==> src/rtl/bus_arbiter.sv <==
// Round-robin owner of the shared Sysbus channel for ifetch, dcache refill and dcache writeback.
// Holds the grant for a whole line transaction and turns invalidate broadcasts into a one-cycle pulse.
module bus_arbiter #(
  parameter int BUS_DATA_WIDTH = 64,
  parameter int BUS_TAG_WIDTH  = 13,
  parameter int NUM_REQ        = 3,
  parameter int BEATS          = 8
) (
  input  logic                                clk,
  input  logic                                reset,
  input  logic [NUM_REQ-1:0]                  r_reqcyc,
  input  logic [NUM_REQ*BUS_DATA_WIDTH-1:0]   r_req,
  input  logic [NUM_REQ*BUS_TAG_WIDTH-1:0]    r_reqtag,
  output logic [NUM_REQ-1:0]                  r_reqack,
  output logic [NUM_REQ-1:0]                  r_respcyc,
  output logic [BUS_DATA_WIDTH-1:0]           r_resp,
  output logic [BUS_TAG_WIDTH-1:0]            r_resptag,
  input  logic [NUM_REQ-1:0]                  r_respack,
  output logic                                bus_reqcyc,
  output logic [BUS_DATA_WIDTH-1:0]           bus_req,
  output logic [BUS_TAG_WIDTH-1:0]            bus_reqtag,
  input  logic                                bus_reqack,
  input  logic                                bus_respcyc,
  input  logic [BUS_DATA_WIDTH-1:0]           bus_resp,
  input  logic [BUS_TAG_WIDTH-1:0]            bus_resptag,
  output logic                                bus_respack,
  output logic                                out_do_invalidate,
  output logic [63:0]                         out_invalid_phys_addr
);

  localparam int IDX_W = (NUM_REQ > 1) ? $clog2(NUM_REQ) : 1;
  localparam logic [BUS_TAG_WIDTH-1:0] INV_TAG = BUS_TAG_WIDTH'(13'h0800);
  localparam logic [3:0] RD_LAST = 4'(BEATS - 1);
  // A write is one address beat followed by BEATS data beats.
  localparam logic [3:0] WR_LAST = 4'(BEATS);

  typedef enum logic [1:0] {IDLE, REQ, RESP, TURN} state_t;

  state_t             state, state_nxt;
  logic [IDX_W-1:0]   owner;
  logic [3:0]         beat_cnt;

  logic                      own_cyc;
  logic                      own_respack;
  logic                      own_read;
  logic [BUS_DATA_WIDTH-1:0] own_req;
  logic [BUS_TAG_WIDTH-1:0]  own_tag;
  logic [NUM_REQ-1:0]        own_onehot;

  logic inv_beat, data_beat, req_acc, data_acc;
  logic        inv_vld_p1;
  logic [63:0] inv_addr_p1;

  // Smallest k in 1..NUM_REQ such that (last+k) mod NUM_REQ is requesting; later (smaller k) wins.
  function automatic logic [IDX_W-1:0] rr_pick(input logic [NUM_REQ-1:0] req,
                                               input logic [IDX_W-1:0]   last);
    logic [IDX_W-1:0] pick;
    pick = last;
    for (int k = NUM_REQ; k >= 1; k--) begin
      for (int i = 0; i < NUM_REQ; i++) begin
        if (req[i] && ((int'(last) + k) % NUM_REQ) == i)
          pick = IDX_W'(i);
      end
    end
    return pick;
  endfunction

  always_comb begin
    own_cyc     = 1'b0;
    own_respack = 1'b0;
    own_req     = '0;
    own_tag     = '0;
    own_onehot  = '0;
    for (int i = 0; i < NUM_REQ; i++) begin
      if (owner == IDX_W'(i)) begin
        own_cyc       = r_reqcyc[i];
        own_respack   = r_respack[i];
        own_req       = r_req[i*BUS_DATA_WIDTH +: BUS_DATA_WIDTH];
        own_tag       = r_reqtag[i*BUS_TAG_WIDTH +: BUS_TAG_WIDTH];
        own_onehot[i] = 1'b1;
      end
    end
  end

  assign own_read  = own_tag[BUS_TAG_WIDTH-1];
  assign inv_beat  = bus_respcyc && (bus_resptag == INV_TAG);
  assign data_beat = bus_respcyc && !inv_beat;
  assign req_acc   = (state == REQ) && own_cyc && bus_reqack;
  assign data_acc  = (state == RESP) && data_beat && own_respack;

  always_ff @(posedge clk or negedge reset) begin
    if (!reset) state <= IDLE;
    else        state <= state_nxt;
  end

  always_comb begin
    state_nxt = state;
    case (state)
      IDLE: if (|r_reqcyc) state_nxt = REQ;
      REQ: begin
        if (req_acc) begin
          if (own_read)                   state_nxt = RESP;
          else if (beat_cnt == WR_LAST)   state_nxt = TURN;
        end
      end
      RESP:    if (data_acc && beat_cnt == RD_LAST) state_nxt = TURN;
      TURN:    state_nxt = IDLE;
      default: state_nxt = IDLE;
    endcase
  end

  // Grant bookkeeping: owner doubles as the round-robin pointer.
  always_ff @(posedge clk or negedge reset) begin
    if (!reset) begin
      owner    <= IDX_W'(NUM_REQ - 1);
      beat_cnt <= 4'd0;
    end else begin
      case (state)
        IDLE: begin
          beat_cnt <= 4'd0;
          if (|r_reqcyc) owner <= rr_pick(r_reqcyc, owner);
        end
        REQ: begin
          if (req_acc) beat_cnt <= own_read ? 4'd0 : beat_cnt + 4'd1;
        end
        RESP: begin
          if (data_acc && beat_cnt != 4'hf) beat_cnt <= beat_cnt + 4'd1;
        end
        default: ;
      endcase
    end
  end

  always_comb begin
    bus_reqcyc  = 1'b0;
    bus_req     = '0;
    bus_reqtag  = '0;
    r_reqack    = '0;
    r_respcyc   = '0;
    bus_respack = 1'b0;
    if (state == REQ) begin
      bus_reqcyc = own_cyc;
      bus_req    = own_req;
      bus_reqtag = own_tag;
      r_reqack   = bus_reqack ? own_onehot : '0;
    end
    if (state == RESP && data_beat) begin
      r_respcyc   = own_onehot;
      bus_respack = own_respack;
    end
    // Invalidates are always consumed here, whoever owns the channel.
    if (inv_beat && reset) bus_respack = 1'b1;
  end

  // ---- stage p1: registered invalidate pulse ----
  always_ff @(posedge clk or negedge reset) begin
    if (!reset) begin
      inv_vld_p1  <= 1'b0;
      inv_addr_p1 <= '0;
    end else begin
      inv_vld_p1  <= inv_beat;
      inv_addr_p1 <= inv_beat ? 64'(bus_resp) : 64'd0;
    end
  end

  assign r_resp                = bus_resp;
  assign r_resptag             = bus_resptag;
  assign out_do_invalidate     = inv_vld_p1;
  assign out_invalid_phys_addr = inv_addr_p1;

endmodule
==> config.mk <==
export PLATFORM = sky130hd
export DESIGN_NAME = bus_arbiter
export DESIGN_NICKNAME = d
export VERILOG_FILES = /design/src/rtl/bus_arbiter.sv
export SDC_FILE = /design/constraint.sdc
export NUM_CORES = 1
export LEC_CHECK = 0
export ABC_AREA = 1
export CAP_MARGIN = 40
export CORE_AREA = 2 2 212 214
export DETAILED_ROUTE_END_ITERATION = 16
export DIE_AREA = 0 0 214 216
export GPL_ROUTABILITY_DRIVEN = 0
export HOLD_SLACK_MARGIN = 0.1
export SETUP_SLACK_MARGIN = 0.15
export SLEW_MARGIN = 40
export SYNTH_ARGS = -nofsm -noshare
export SYNTH_HDL_FRONTEND = slang
export SYNTH_SLANG_ARGS = --single-unit
==> constraint.sdc <==
create_clock -name clk -period 4.1 [get_ports clk]
set_input_delay 0.82 -clock clk [delete_from_list [all_inputs] [get_ports clk]]
set_output_delay 0.82 -clock clk [all_outputs]
set_load 0.005 [all_outputs]
### Yosys cells after proc, flatten, opt, wreduce, memory -nomap -nowiden

Cells that the tools add are included.

| cells by class | value |
|---|---|
| reductions and logical operators | 30 |
| muxes and demuxes | 43 |
| div/mod/pow operators | 3 |
| add/sub/neg operators | 4 |
| eq/ne operators | 20 |

Operators by type and width:

| cell | count |
|---|---|
| 64-bit two-way mux | 5 |
| 32-bit by 2-bit == test with 1-bit output, second input constant | 3 |
| 32-bit by 3-bit == test with 1-bit output, second input constant | 3 |
| 32-bit logical NOT | 3 |
| 32-bit by 3-bit modulo with 32-bit output, second input constant | 3 |
| 13-bit two-way mux | 4 |
| 2-bit two-way mux | 14 |
| 1-bit logical AND | 18 |
| 13-bit by 12-bit == test with 1-bit output, second input constant | 1 |
| 1-bit two-way mux | 12 |
| 4-bit two-way mux | 3 |
| 4-bit case mux with 3 select lines | 1 |
| 3-bit two-way mux | 3 |
| 9-bit nonzero test | 1 |
| 2-bit inequality test, second input constant | 4 |
| 2-bit case mux with 4 select lines | 1 |
| 2-bit by 2-bit adder with 3-bit output, second input constant | 2 |
| 2-bit == test, second input constant | 3 |
| 3-bit AND reduction | 2 |
| 4-bit by 1-bit adder with 4-bit output, second input constant | 1 |
| 2-bit by 1-bit == test with 1-bit output, second input constant | 2 |
| 4-bit by 3-bit == test with 1-bit output, second input constant | 1 |
| 4-bit == test, second input constant | 1 |
| 2-bit logical NOT | 2 |
| other kinds (7) | 7 |

| storage, ports and cells | value |
|---|---|
| logic and storage cells | 105 |
| input bits | 318 |
| output and inout bits | 227 |
| bits in registers | 73 |

### Longest topological paths before layout

Gate-level depths: netlist of run 1.

| depth | value |
|---|---|
| depth in word-level cells | 13 |
| mapped depth | 13 |
| depth with buffers taken out | 12 |

### Least setup slack after synthesis of run 1

OpenSTA, ideal clock, no wires.

| timing | value |
|---|---|
| kind | register -> output |
| from | register owner[1] |
| to | output port bus_req[23] |
| required time | 3.280 ns |
| buffers on the path | 3 |
| setup slack | 1.716 ns |
| arrival | 1.564 ns |
| stages on the path, launching flop included | 9 |
| cell sequence | dfstp_2 -> inv_1 -> ha_1 -> buf_6 -> nor2_2 -> buf_4 -> buf_2 -> nand2_1 -> a21oi_1 |

| between the ends | value |
|---|---|
| longest elaborated chain between the ends | 5 |
| elaborated cells between the ends (all ways) | 7 |
| those cells by class | eq/ne (2); mux (4); reduce/logical (1) |

Ends and longest elaborated chain:

| what | line | source |
|---|---|---|
| start: declaration | 40 | `logic [IDX_W-1:0] owner;` |
| start signal: assignment | 115 | `owner <= IDX_W'(NUM_REQ - 1);` |
| start signal: assignment | 121 | `if (\|r_reqcyc) owner <= rr_pick(r_reqcyc, owner);` |
| 2-bit logical NOT | 75 | `if (owner == IDX_W'(i)) begin` |
| 64-bit two-way mux (2 in a row) | 75 |  |
| 64-bit two-way mux (*) | 75 |  |
| 64-bit two-way mux (*) | 141 | `if (state == REQ) begin` |
| end: declaration | 20 | `output logic [BUS_DATA_WIDTH-1:0] bus_req,` |

Every way passes the cells marked *; elsewhere a longest branch is shown, timed or not.

### Worst setup path in the final report of run 1

| timing | value |
|---|---|
| from | register owner[1] |
| to | output port bus_reqtag[9] |

| between the ends | value |
|---|---|
| longest elaborated chain between the ends | 5 |
| elaborated cells between the ends (all ways) | 7 |
| those cells by class | eq/ne (2); mux (4); reduce/logical (1) |

Ends and longest elaborated chain:

| what | line | source |
|---|---|---|
| 2-bit logical NOT | 75 |  |
| 13-bit two-way mux (2 in a row) | 75 |  |
| 13-bit two-way mux (*) | 75 |  |
| 13-bit two-way mux (*) | 141 |  |
| end: declaration | 21 | `output logic [BUS_TAG_WIDTH-1:0] bus_reqtag,` |

Marked as above.

==> results.cfg, run 1 <==
[power]
swShare_pct = 22.2
p_sw_mw = 0.438
clkPwrFrac_pct = 40.0
p_int_mw = 1.54
p_comb_share_pct = 23.5
ir_worst_vdd_mv = 0.232
pwr-share-seq_pct = 36.5
p_leak_nw = 4.62
pwr_density_cell_mw_per_mm2 = 173

[finish]
fin_nets = 1553
final_common_cell = clkdlybuf4s50_1
layout_common_cells = clkdlybuf4s50_1, a21oi_1, nand2_1
final_layout_size_suffix_gt1_share_pct = 9.05
nFillCells = 4767
area_growth_pct = 105
finalNonFillerCells = 1820

[grt]
track_usage_pct = 13.5
grt_first_pass_wirelength_um = 47200
grt_overflow = 0
grt_max_degree = 83
grt_pass1_vias = 7389
grt_antenna_before_repair = 2

[yosys]
synth-seq-area-share_pct = 32.8
synth.largest_area_cell = dfrtp_1
synth_top_area_share_pct = 32.3
yosysUniqueCellTypes = 33
ys_top_cells_by_area = dfrtp_1, a21oi_1, buf_4
ys_ff_latch = 73
synth-edff-count = 0
synthArstFlopShare_pct = 100
ys.warnings.count = 0
syn-cell-area_mm2 = 0.00558
avgSynthCellArea_um2 = 7.16
syn_nets = 1108
syn_inst = 779
synth_flop_cell = dfrtp_1

[hold_path]
hold_class = input pin to async pin

[die]
initial_utilization_pct = 12.7
die_h_um = 216
design.core.area_mm2 = 0.0438
die_w_um = 214
die_area_mm2 = 0.0462
rows = 77
io_pins = 545

[worst_setup_path]
cp_max_fo = 36
path_delay_family = buffers and inverters
cp_num_cells = 7
cp.required_ns = 3.28
crit_slowest_cell = clkdlybuf4s50_1
crit_path_start_kind = flop
critPathKind = flop to output pin
setup.worst_path.end_class = output pin
r2r_setup_slack_ns = 1.72
critPathArrivalTime_ns = 2.86
crit_chain = inv_1 > ha_4 > nor2_4 > buf_12 > nand2_1 > a21oi_1 > clkdlybuf4s50_1
crit_buf_inv = 3
cpPeakStageDelay_ns = 0.62
reg2reg_depth = 12

[routing]
antenna_left = 0
drcViolationCount = 0
drt_pass1_iterations = 5
vias = 7111
first_iter_violations = 344
wl_um = 32500
drt-wirelength-per-cell_um = 17.8
avgViaCountPerCell = 3.91

[sta]
layout_min_cycle_time_ns = 3.68
hold_viol_final = 0
rsz0062_at_grt = false
final_max_slew_viol_count = 0
slew_headroom_pct = 53.7
setup_viol = 0
setup_tns_ns = 0
fmax_mhz = 272
clock_skew_ns = 0.00503
period_share_pct = 89.8
worst_pin_slew_ns = 0.694

[clock_tree]
post_cts_resized = 0
clk_path_buf_depth = 2
cts_tree = yes
postCtsHoldBufs = 0
clk_pin_slew_worst_paths_ns = 0.06
numCtsBuffers = 9
clock_sinks = 73
cts-root-buf = clkbuf_16
post-cts-setup-buffers = 0
clock_latency_ns = 0.35
h-tree-depth = 3

[place]
dp_hpwl_um = 27200
port_buffers = 544
dp_cells = 1803

[run]
drv_cap = 0

[run_status]
outcome = complete, no violations
==> worst register-to-register path: cells and delay by family, from the launching register on <==
kind | cells | cell delay [ns]
buffers and inverters | 2 | 0.55
flip-flops | 1 | 0.38
AND/OR/NAND/NOR | 8 | 0.73
AO/OA/AOI/OAI | 1 | 0.12
adder cells (fa/ha/maj) | 1 | 0.50
==> registers in the layout, indices dropped and copies added, names as in the netlist <==
signal                 flops
out_invalid_phys_addr     64
beat_cnt                   4
owner                      2
state                      2
out_do_invalidate          1
==> power groups by stage <==
stage / logic [mW] / registers (mW) / clock network, mW
6_report: 0.465 / 0.721 / 0.791
5_1_grt: 0.495 / 0.720 / 0.846
4_1_cts: 0.470 / 0.721 / 0.824
3_5_place_dp: 0.467 / 0.734 / 0
3_3_place_gp: 0.466 / 0.734 / 0
2_1_floorplan: 0.0852 / 0.734 / 0
==> path summary, 6_finish.rpt <==
check	startpoint	endpoint
worst max register to register	owner[1]	state[1]
worst min register to register	beat_cnt[3]	beat_cnt[3]
worst max-delay path	owner[1]	bus_reqtag[9]
worst min-delay path	reset	out_invalid_phys_addr[5]
min in group clk	beat_cnt[3]	beat_cnt[3]
max in group asynchronous	reset	out_invalid_phys_addr[16]
==> synth_stat cells, types with 2 or more instances <==
library cell / instances
a21oi_1: 159
nand2_1: 124
buf_4: 81
inv_1: 77
dfrtp_1: 72
o21ai_0: 64
nor2_2: 54
nor2_1: 25
clkbuf_1: 19
o21ai_1: 18
buf_2: 15
nand3_1: 14
ha_1: 11
nor2_4: 11
buf_6: 9
buf_1: 3
nand4_1: 3
a21boi_0: 2
inv_2: 2
nand2_2: 2
or2_1: 2
==> cell families after synthesis <==
group | after synthesis | synth area share, %
flops | 73 | 32.8
buf+inv | 208 | 21.0
fa+ha+maj | 11 | 2.47
simple gates | 240 | 21.1
compound gates | 247 | 22.7
==> cell type report <==
type                            count  area (µm²)  area share [%]
Tap cell                          592         741            6.47
Antenna cell                        1        2.50          0.0219
Clock inverter                      4        53.8           0.470
Sequential cell                    73        1830            16.0
Multi-Input combinational cell    498        2620            22.9
Timing Repair Buffer              561        5650            49.4
Clock buffer                       10         239            2.09
Inverter                           81         307            2.68
==> stage by stage <==
| step | setup slack (ns) | hold WS, ns | util [%] | area, µm² | power [mW] |
|---|---|---|---|---|---|
| 6_report | 0.417 | 0.330 | 26.1 | 11400 | 1.98 |
| 5_1_grt | 0.181 | 0.340 | 26.1 | 11400 | 2.06 |
| 4_1_cts | 0.168 | 0.333 | 26.0 | 11400 | 2.01 |
| 3_5_place_dp | 0.543 | 0.518 | 25.3 | 11100 | 1.20 |
| 3_3_place_gp | 0.547 | 0.511 | 25.3 | 11100 | 1.20 |
| 2_1_floorplan | 1.72 | 0.485 | - | 5580 | 0.819 |
==> routing by layer <==
layer | global-route usage, % | wire length (µm)
met3 | 3.50 | 2610
met2 | 25.0 | 16700
met1 | 15.3 | 12500
met5 | 0 | 0
met4 | 3.82 | 695
(Power assumes the default switching activity.)
==> run 2: changes to the inputs <==
--- a/config.mk
+++ b/config.mk
@@ -17,3 +17,4 @@
 export SYNTH_ARGS = -nofsm -noshare
 export SYNTH_HDL_FRONTEND = slang
 export SYNTH_SLANG_ARGS = --single-unit
+export TNS_END_PERCENT = 100
==> results of run 2 <==
Same layout as run 1: the final DEF is identical, and so are final timing and power.
